--- src/rtl/wor_bus_pkg.sv ---
// Shared types and helpers for the wired-OR bus arbiter.
// Holds the arbiter FSM encoding and the index-width function used for port sizing.
package wor_bus_pkg;

    typedef enum logic [0:0] {
        IDLE = 1'b0,
        OWN  = 1'b1
    } arb_state_e;

    // Width of an index into n items; never below one bit, so N_REQ=1 still has a real ptr.
    function automatic int idx_w(input int n);
        return (n <= 2) ? 1 : $clog2(n);
    endfunction

endpackage

--- src/rtl/wor_bus_rr_pick.sv ---
// Combinational round-robin picker: first asserted requester at or after ptr,
// wrapping from N_REQ-1 back to 0. Outputs a one-hot grant and its index.
module rr_pick
    import wor_bus_pkg::*;
#(
    parameter int N_REQ = 4
) (
    input  logic [N_REQ-1:0]          req,
    input  logic [idx_w(N_REQ)-1:0]   ptr,
    output logic [N_REQ-1:0]          gnt,
    output logic [idx_w(N_REQ)-1:0]   idx
);

    localparam int IW = idx_w(N_REQ);

    logic [IW-1:0] cand;
    logic          found;

    always_comb begin
        gnt   = '0;
        idx   = '0;
        found = 1'b0;
        cand  = '0;
        for (int i = 0; i < N_REQ; i++) begin
            cand = IW'((int'(ptr) + i) % N_REQ);
            if (!found && req[cand]) begin
                found     = 1'b1;
                gnt[cand] = 1'b1;
                idx       = cand;
            end
        end
    end

endmodule

--- src/rtl/wor_bus_arbiter.sv ---
// Round-robin arbiter for a shared output bus: one requester owns the bus until
// it signals last on a transfer or reaches MAX_BEATS transfers (forced release).
module wor_bus_arbiter
    import wor_bus_pkg::*;
#(
    parameter int N_REQ     = 4,
    parameter int DW        = 3,
    parameter int MAX_BEATS = 8
) (
    input  logic                        clk,
    input  logic                        rst,
    input  logic [N_REQ-1:0]            req,
    input  logic [N_REQ-1:0][DW-1:0]    req_data,
    input  logic [N_REQ-1:0]            req_last,
    output logic [N_REQ-1:0]            gnt,
    output logic                        bus_valid,
    output logic [DW-1:0]               bus_data,
    output logic [idx_w(N_REQ)-1:0]     bus_src,
    input  logic                        bus_ready,
    output logic                        forced_rel,
    output logic                        dbg_state
);

    // Handshake: a beat moves when bus_valid && bus_ready at a rising edge;
    // bus_valid follows the owner's req, and the sink may stall with bus_ready low.

    localparam int IW = idx_w(N_REQ);
    localparam int CW = idx_w(MAX_BEATS + 1);

    arb_state_e        state;
    logic              armed;
    logic [IW-1:0]     ptr;
    logic [IW-1:0]     idx;
    logic [IW-1:0]     ptr_next;
    logic [IW-1:0]     pick_idx;
    logic [N_REQ-1:0]  pick_gnt;
    logic [CW-1:0]     beats;
    logic [CW-1:0]     beats_inc;
    logic              xfer;
    logic              last_beat;
    logic              limit_hit;

    rr_pick #(
        .N_REQ (N_REQ)
    ) u_pick (
        .req (req),
        .ptr (ptr),
        .gnt (pick_gnt),
        .idx (pick_idx)
    );

    // Bus mux is combinational from the owner's inputs; quiet while in reset or idle.
    always_comb begin
        bus_valid = 1'b0;
        bus_data  = '0;
        bus_src   = '0;
        if (!rst && state == OWN) begin
            bus_src   = idx;
            bus_valid = req[idx];
            if (req[idx]) begin
                bus_data = req_data[idx];
            end
        end
    end

    assign xfer      = bus_valid & bus_ready;
    assign last_beat = req_last[idx];
    assign beats_inc = (beats == CW'(MAX_BEATS)) ? beats : beats + 1'b1;
    assign limit_hit = (beats_inc == CW'(MAX_BEATS));
    assign ptr_next  = (idx == IW'(N_REQ - 1)) ? '0 : idx + 1'b1;
    assign dbg_state = state;

    // armed holds off the first grant until the second edge after reset release.
    // forced_rel is registered, so it is high during the idle cycle after the limit release.
    always_ff @(posedge clk or posedge rst) begin
        if (rst) begin
            state      <= IDLE;
            armed      <= 1'b0;
            gnt        <= '0;
            ptr        <= '0;
            idx        <= '0;
            beats      <= '0;
            forced_rel <= 1'b0;
        end else begin
            armed      <= 1'b1;
            forced_rel <= 1'b0;
            case (state)
                IDLE: begin
                    if (armed && |req) begin
                        gnt   <= pick_gnt;
                        idx   <= pick_idx;
                        beats <= '0;
                        state <= OWN;
                    end
                end
                OWN: begin
                    if (xfer) begin
                        beats <= beats_inc;
                        if (last_beat || limit_hit) begin
                            state      <= IDLE;
                            gnt        <= '0;
                            ptr        <= ptr_next;
                            forced_rel <= !last_beat;
                        end
                    end
                end
                default: begin
                    state <= IDLE;
                    gnt   <= '0;
                end
            endcase
        end
    end

endmodule

--- config.mk ---
export PLATFORM = sky130hd
export DESIGN_NAME = wor_bus_arbiter
export DESIGN_NICKNAME = d
export VERILOG_FILES = /design/src/rtl/wor_bus_pkg.sv /design/src/rtl/wor_bus_rr_pick.sv /design/src/rtl/wor_bus_arbiter.sv
export SDC_FILE = /design/constraint.sdc
export NUM_CORES = 1
export LEC_CHECK = 0
export BUFFER_PORTS_ARGS = -buffer_cell sky130_fd_sc_hd__buf_2
export CORE_UTILIZATION = 47
export DETAILED_ROUTE_END_ITERATION = 8
export PLACE_DENSITY = 0.78
export SYNTH_ARGS = -nofsm -noshare
export SYNTH_HDL_FRONTEND = slang
export SYNTH_SLANG_ARGS = --single-unit
--- constraint.sdc ---
create_clock -name clk -period 2.3 [get_ports clk]
set_input_delay 0.345 -clock clk [delete_from_list [all_inputs] [get_ports clk]]
set_output_delay 0.345 -clock clk [all_outputs]
set_load 0.02 [all_outputs]
======== After elaboration in Yosys (flattened, before gate mapping) ========
Cells that the tools add are included.
storage, ports and cells
  word-level logic and storage cells ...... 105
  register bits ........................... 15
  bits of input ports ..................... 23
  output and inout bits ................... 12
cells by class
  bitwise operators ....................... 5
  equality and inequality tests ........... 6
  reduce and logical (&&, ||, !) cells .... 20
  magnitude comparators ................... 9
  $add $sub $neg .......................... 5
  multiplexer cells ....................... 53
operators by type and width
  operator                                              count
  two-way mux 4 bit                                     10
  two-way mux 1 bit                                     20
  one-hot mux 4 bit (2 select lines)                    2
  < comparator 2 x 3 -> 1 bit (second input constant)   5
  binary-select mux 1 bit (select 2 bit)                6
  two-way mux 2 bit                                     6
  OR 4 bit                                              3
  logical AND 1 bit                                     9
  two-way mux 3 bit                                     3
  demux 1 bit (select 2 bit)                            4
  == test 4 bit (second input constant)                 2
  >= comparator 2 x 1 -> 1 bit (second input constant)  4
  binary-select mux 3 bit (select 2 bit)                1
  AND reduction 3 bit                                   2
  logical NOT 1 bit                                     5
  adder 2 x 1 -> 2 bit (second input constant)          2
  adder 2 bit (second input constant)                   2
  adder 4 x 1 -> 4 bit (second input constant)          1
  != test 2 x 1 -> 1 bit (second input constant)        2
  AND reduction 2 bit                                   2
  OR reduction 4 bit                                    1
  == test 2 bit (second input constant)                 1
  != test 2 bit (second input constant)                 1
  one-hot mux 1 bit (2 select lines)                    1
  other kinds (3)                                       3

======== Logic depth before layout (Yosys ltp) ========
Gate-level depths: netlist of the first run.
  depth in word-level cells ............... 14
  mapped depth ............................ 8
  gate-level depth less buffers ........... 7

======== By module ========
A second synthesis of the first run with hierarchy kept.
second synthesis, totals
  cell total of the unflattened synthesis .. 142
  area total of the unflattened synthesis .. 1455.1 µm²
by module, submodules not included
  module           seq. area each (µm²)  cells each  area each (µm²)  instances
  wor_bus_arbiter  375.4                 77          965.9            1
  rr_pick          0.0                   65          489.2            1

======== Least setup slack after synthesis of the first run ========
Ideal clock, no wire load.
  path kind ............................... reg-to-reg
  start ................................... register ptr[0]
  end ..................................... register idx[1]
  arrival ................................. 2288 ps
  data required time ...................... 2205 ps
  stages on the path, launching flop included .. 9
  path buffers ............................ 1
  setup slack ............................. -84 ps
  cells stage by stage .................... dfrtp_1 buf_6 inv_1 ha_1 mux2_2 and2_4 nor3b_1 a221oi_1 o31ai_1
on the way
  longest elaborated chain between the ends .. 12
  elaborated cells on any way between the ends .. 24
  those cells by class .................... 3 x add/sub; 15 x mux; 6 x reduce/logical
RTL lines
  element                                                        line                    source
  start, declared                                                wor_bus_arbiter.sv:32   logic [IW-1:0] ptr;
  start signal, assigned                                         wor_bus_arbiter.sv:102  ptr <= ptr_next;
  branches (longest 11 deep; another with adder 2 x 1 -> 2 bit)  n/a
  two-way mux 2 bit *                                            wor_bus_rr_pick.sv:26   if (!found && req[cand]) begin
  end signal, assigned                                           wor_bus_arbiter.sv:91   idx <= pick_idx;
  end, declared                                                  wor_bus_arbiter.sv:33   logic [IW-1:0] idx;
Mark *: on every way between the ends. The select of a mux whose other input is x is not followed.
A chain may end at the register's enable or synchronous reset.

======== Worst setup path after layout of the first run ========
  start ................................... register ptr[1]
  end ..................................... register gnt[2]
on the way
  longest elaborated chain between the ends .. 14
  elaborated cells on any way between the ends .. 49
  those cells by class .................... 3 x add/sub; 8 x order compare; 25 x mux; 3 x bitwise; 10 x reduce/logical
RTL lines
  element                                                               line                   source
  branches (longest 11 deep; another with < comparator 2 x 3 -> 1 bit)  n/a
  two-way mux 4 bit *                                                   wor_bus_rr_pick.sv:26
  two-way mux 4 bit *                                                   wor_bus_arbiter.sv:89  if (armed && |req) begin
  one-hot mux 4 bit (2 select lines) *                                  wor_bus_arbiter.sv:87  case (state)
  end signal, assigned                                                  wor_bus_arbiter.sv:90  gnt <= pick_gnt;
  end, declared                                                         wor_bus_arbiter.sv:15  output logic [N_REQ-1:0] gnt,
Marks and branches as above.

==> metrics, run 1 <==
post-synthesis cell count 132; final worst slack between 0.08 and 0.09 ns; Synth area leader dfrtp_1; synthesized flop and latch total 15; post-route core utilization 0.6252; synth cell count leaders 15 x dfrtp_1, 12 x nand2_1, 12 x o21ai_0; maximum fanout along the worst path 4; Slowest-stage cell, CP dfrtp_1; worst hold path class in -> async; max-slew violation count 0; die height 55.02 um; # H-tree levels 1; post-layout minimum cycle time 2.212 ns; worst-skew pair later-pin latency 0.28 ns; dpl ws 0.07722 ns; die area 0.003027 sq mm; clock sinks 15; combined area of the multi-input logic cells 898.4 sq um; Fillers around 240; final antenna-violating net count 0; Fmax 452.1 MHz; register area share after synthesis 0.2841; # nets final 208; Vias 1249; final setup fails 0; hpwl dp 2475 um; GPL Wtd Cong ~0.8; Crit. End Element flip-flop; worst path cell trace inv_1 > ha_1 > buf_4 > mux2i_2 > nor2_2 > o21a_1 > a221oi_1 > a32oi_1; Hold Vio Cnt, Final 0; Starting DRT DRC Count 26; Synth cell types 46; GRT overflow 0; R2R depth 8; Lkg Pwr 0.7551 nW; most common cell in the netlist dfrtp_1; # rows 18; number of global-route vias before repair roughly 1.1k; Finished Layout Cells 204; largest cells by area after synthesis dfrtp_1 28%, ha_1 9.5%, mux4_2 8.5%; synthesis-to-finish area growth 21.50%; gr usage total 0.2167; outcome complete, no violations; power consumption 2.036 mW; CTS clk-pin slew, worst paths 0.09 ns; Root Buffer Master clkbuf_4; Routed WL 3187 um; hold buffers post-CTS 0; Reg area 375.4 sq um; worst-margin pin slew around 0.57 ns; Peak VDD IR 693.9 uV; largest net degree at the start of global routing 16; worst stage delay on the critical path 0.39 ns; CTS max path bufs 2; Post-synth EDFFs 0; initial antenna violation count 0; syn avg cell area 10.01 sq um; CP arrival 2.36 ns; syn nets 165; CTS tree done; critical path data required time around 2.5 ns; Cells after DPL 199; CTS buffer count 3; antenna cells 0; Top FF cell, synth dfrtp_1; mapped cell area ~0.0013 sq mm; Async S/R FF share, synth 1.000; Starting Density 0.5146; Max-cap violations 0; top cell type's share of synthesized area 0.2841; YS warnings 0; Final period util 0.9618; PD cells about 1300 mW/mm^2; DR vias/cell 6.123; Boundary Pins 35; crit path kind reg -> reg; crit path launch type flip-flop; drt first pass iters 4; detailed-route wire length per cell 15.62 um; port bufs 34; die width approximately 55 um; DRC 0; Worst slew margin 0.6174; layout cells sized above 1 0.3621; global-route wire length before repair 4733 um; CORE AREA 0.002567 sq mm; clock skew 0.003205 ns
-- final timing paths --
path	end	slack (ns)	from
min in group clk	forced_rel	0.41	bus_ready
max in group asynchronous	beats[1]	1.81	rst
hold reg to reg	gnt[0]	0.56	gnt[0]
setup / recovery	gnt[2]	0.09	ptr[1]
hold / removal	ptr[1]	0.12	rst
setup reg to reg	gnt[2]	0.09	ptr[1]
-- critical path: cells and delay by family, from the launching register on --
kind	cells	cell delay, ns
AO/OA/AOI/OAI	3	0.69
adder cells (fa/ha/maj)	1	0.28
buffers and inverters	2	0.31
flip-flops	1	0.39
multiplexers	1	0.28
AND/OR/NAND/NOR	1	0.12
-- repair_timing --
| action | 4_1_cts | 5_1_grt |
|---|---|---|
| buffers inserted | 0 | 1 |
| setup endpoints to repair | 0 | 6 |
| resized for setup | 0 | 3 |
-- logic make-up after synthesis --
group           Yosys count  share of synthesized area
flops                    15                     0.2841
mux                      15                     0.1998
compound gates           37                     0.1913
simple gates             40                     0.1714
fa+ha+maj                10                    0.09470
other cells               1                   0.002838
xor+xnor                  1                   0.006630
buf+inv                  13                    0.04923
-- metal layers --
layer  up-vias  track usage  wire length, um
met5         -            0                0
li1        588            -                -
met3         6     0.008197              102
met2        41       0.3655             1684
met4         0      0.09583               44
met1       614       0.2872             1355
-- registers in the layout, indices dropped and copies added (netlist names) --
register	flops
gnt	4
forced_rel	1
beats	4
ptr	2
armed	1
dbg_state	1
idx	2
-- cells in the final DEF (no fill, tap or decap), types with 2 or more instances in the layout --
cell type / n
a22oi_1: 2
mux2_2: 2
mux2_4: 3
a21oi_1: 3
mux4_1: 2
and2_1: 2
nand2_1: 12
clkbuf_4: 3
o31ai_1: 2
a32oi_1: 4
buf_4: 9
inv_1: 8
buf_2: 34
o21ai_0: 12
ha_1: 10
nand3_1: 9
mux4_2: 5
or2_2: 2
dfrtp_1: 15
and3_1: 3
a221oi_1: 5
-- report_power, final --
| part | total (mW) | internal, mW | switching (mW) |
|---|---|---|---|
| sequential | 0.480 | 0.367 | 0.112 |
| clock | 0.150 | 0.0673 | 0.0827 |
| combinational | 1.41 | 0.644 | 0.762 |
| total | 2.04 | 1.08 | 0.957 |
-- per-stage QoR --
stage | setup TNS [ns] | hold slack [ns] | instance area [sq um]
floorplan | 0 | 0.2465 | 1326
global placement | 0 | 0.4370 | 1559
detailed placement | 0 | 0.4436 | 1559
CTS | 0 | 0.1353 | 1585
global route | -0.02571 | 0.1704 | 1605
finish | 0 | 0.1179 | 1605
-- area by class of cell --
cell class / count / area share
flip-flops and latches: 15 / 0.2338
inverters: 8 / 0.01871
repair buffers: 43 / 0.1481
clock buffers: 4 / 0.01637
multi-input cells: 104 / 0.5596
well taps: 30 / 0.02338
Power figures use the tool's default switching activity.
==> inputs of run 2 (changes only) <==
--- a/config.mk
+++ b/config.mk
@@ -6,9 +6,9 @@
 export NUM_CORES = 1
 export LEC_CHECK = 0
 export BUFFER_PORTS_ARGS = -buffer_cell sky130_fd_sc_hd__buf_2
-export CORE_UTILIZATION = 47
+export CORE_UTILIZATION = 52
 export DETAILED_ROUTE_END_ITERATION = 8
-export PLACE_DENSITY = 0.78
+export PLACE_DENSITY = 0.82
 export SYNTH_ARGS = -nofsm -noshare
 export SYNTH_HDL_FRONTEND = slang
 export SYNTH_SLANG_ARGS = --single-unit
==> constraint.sdc (replaced) <==
create_clock -name clk -period 2.1 [get_ports clk]
set_input_delay 0.315 -clock clk [delete_from_list [all_inputs] [get_ports clk]]
set_output_delay 0.315 -clock clk [all_outputs]
set_load 0.02 [all_outputs]
==> run 2 against run 1 <==
  * Sequential power rose by 8.5%
  * Non-clock buffer count rose by 6
  * Via count rose by 2.6%
  * Die area fell by 9.3%
  * Routed wire length rose by 8.8%
  * Design area rose by 4.3%
  * Worst hold slack got worse by 0.033 ns
  * Largest power group unchanged
==> metrics, run 2 (synthesis results as in run 1) <==
crit path launch type flip-flop; DRC 0; largest net degree at the start of global routing 19; # nets final 214; Max-cap violations 0; initial antenna violation count 0; Reg-to-Reg End gnt[1]; global-route wire length before repair 5112 um; CP arrival ~2.3 ns; detailed-route wire length per cell 16.66 um; hold buffers post-CTS 0; die width 52.41 um; GPL Wtd Cong 0.8652; antenna cells 0; clock sinks 15; Starting DRT DRC Count 44; Hold Vio Cnt, Final 0; PD cells 1441 mW/mm^2; number of global-route vias before repair around 1.1k; gr usage total 0.2515; port bufs 34; # rows 17; CTS tree done; drt first pass iters 4; worst-skew pair later-pin latency between 0.2 and 0.3 ns; DR vias/cell 6.159; Crit. End Element flip-flop; CTS clk-pin slew, worst paths 0.10 ns; Vias 1281; CTS buffer count 3; die height 52.41 um; # H-tree levels 1; Boundary Pins 35; crit path kind reg -> reg; synthesis-to-finish area growth 26.70%; final setup fails 0; outcome complete, no violations; Starting Density 0.5752; critical path data required time 2.26 ns; Fillers around 170; worst-margin pin slew about 0.6 ns; RR Startpoint ptr[1]; Reg area 377.9 sq um; FF-to-FF setup slack 0.005 ns; Post-Route Setup TNS 0 ns; final antenna-violating net count 0; layout cells sized above 1 0.4222; Peak VDD IR 876.7 uV; post-route core utilization 0.7288; Post-Layout Inst Area 0.001674 sq mm; unrepaired setup endpoints after global routing yes; Fmax 477.3 MHz; combined area of the multi-input logic cells around 920 sq um; Routed WL roughly 3500 um; die area ~0.0027 sq mm; placed inst area 0.001578 sq mm; clock skew 0.01302 ns; CORE AREA 0.002297 sq mm; Root Buffer Master clkbuf_4; largest registers beats (4), gnt (4); GRT overflow 0; post-layout minimum cycle time around 2.1 ns; hpwl dp approximately 2400 um; R2R depth 7; worst hold path class in -> async; maximum fanout along the worst path 5; most frequent cells in the layout 34 x buf_2, 15 x buf_4, 13 x dfrtp_1, 12 x nand2_1, 12 x o21ai_0; CTS max path bufs 2; most common cell after layout, fill and taps aside buf_2; max-slew violation count 0; Final period util 0.9976; Lkg Pwr 0.7874 nW; Worst slew margin 0.6003
[run 2: power by group]
part / switching, mW / internal (mW) / total, mW
logic: 0.904 / 0.815 / 1.72
registers: 0.115 / 0.406 / 0.521
clock network: 0.0992 / 0.0738 / 0.173
[run 2: layer usage]
layer / GRT usage / vias to the layer above / wire length (um)
met3: 0.02029 / 6 / 134
met4: 0.09649 / 0 / 61
met1: 0.3074 / 622 / 1431
met5: 0 / - / 0
met2: 0.4515 / 48 / 1839
li1: - / 605 / -
[run 2: final cells by class]
| class | instances | share of cell area |
|---|---|---|
| clock buffers | 4 | 0.01570 |
| inverters | 8 | 0.01943 |
| flip-flops and latches | 15 | 0.2257 |
| multi-input cells | 104 | 0.5493 |
| repair buffers | 49 | 0.1689 |
| well taps | 28 | 0.02093 |
[run 2: worst max path at each step]
stage | startpoint | endpoint | slack (ns)
after floorplan | ptr[0] | gnt[0] | -0.001
after global placement | beats[0] | ptr[1] | 0.04
after detailed placement | beats[0] | ptr[1] | -0.008
after CTS | beats[0] | ptr[1] | 0.005
after global routing | ptr[1] | gnt[2] | -0.07
final | ptr[1] | gnt[1] | 0.005
[run 2: per-stage QoR]
step | setup WS [ns] | cells | hold WS (ns) | power [mW]
2_1_floorplan | -0.0009663 | 132 | 0.2164 | 1.647
3_3_place_gp | 0.04373 | 198 | 0.3974 | 1.984
3_5_place_dp | -0.008400 | 198 | 0.4162 | 2.037
4_1_cts | 0.004707 | 203 | 0.1101 | 2.222
5_1_grt | -0.06725 | 208 | 0.1454 | 2.581
6_report | 0.004986 | 208 | 0.08504 | 2.413
[run 2: what timing repair did]
item,CTS,global route
cloned,0,0
pin swaps,0,8
gates resized for setup,0,8
hold endpoints to repair,0,0
buffers inserted,1,5
setup endpoints to repair,1,10
[run 2: critical path: stages, from the launching register on]
cell and delay [ns]:
dfrtp_1 0.39, inv_2 0.08, ha_4 0.30, mux2i_1 0.31, nor2_1 0.18, o21a_1 0.26
a221oi_1 0.29, a32oi_1 0.14
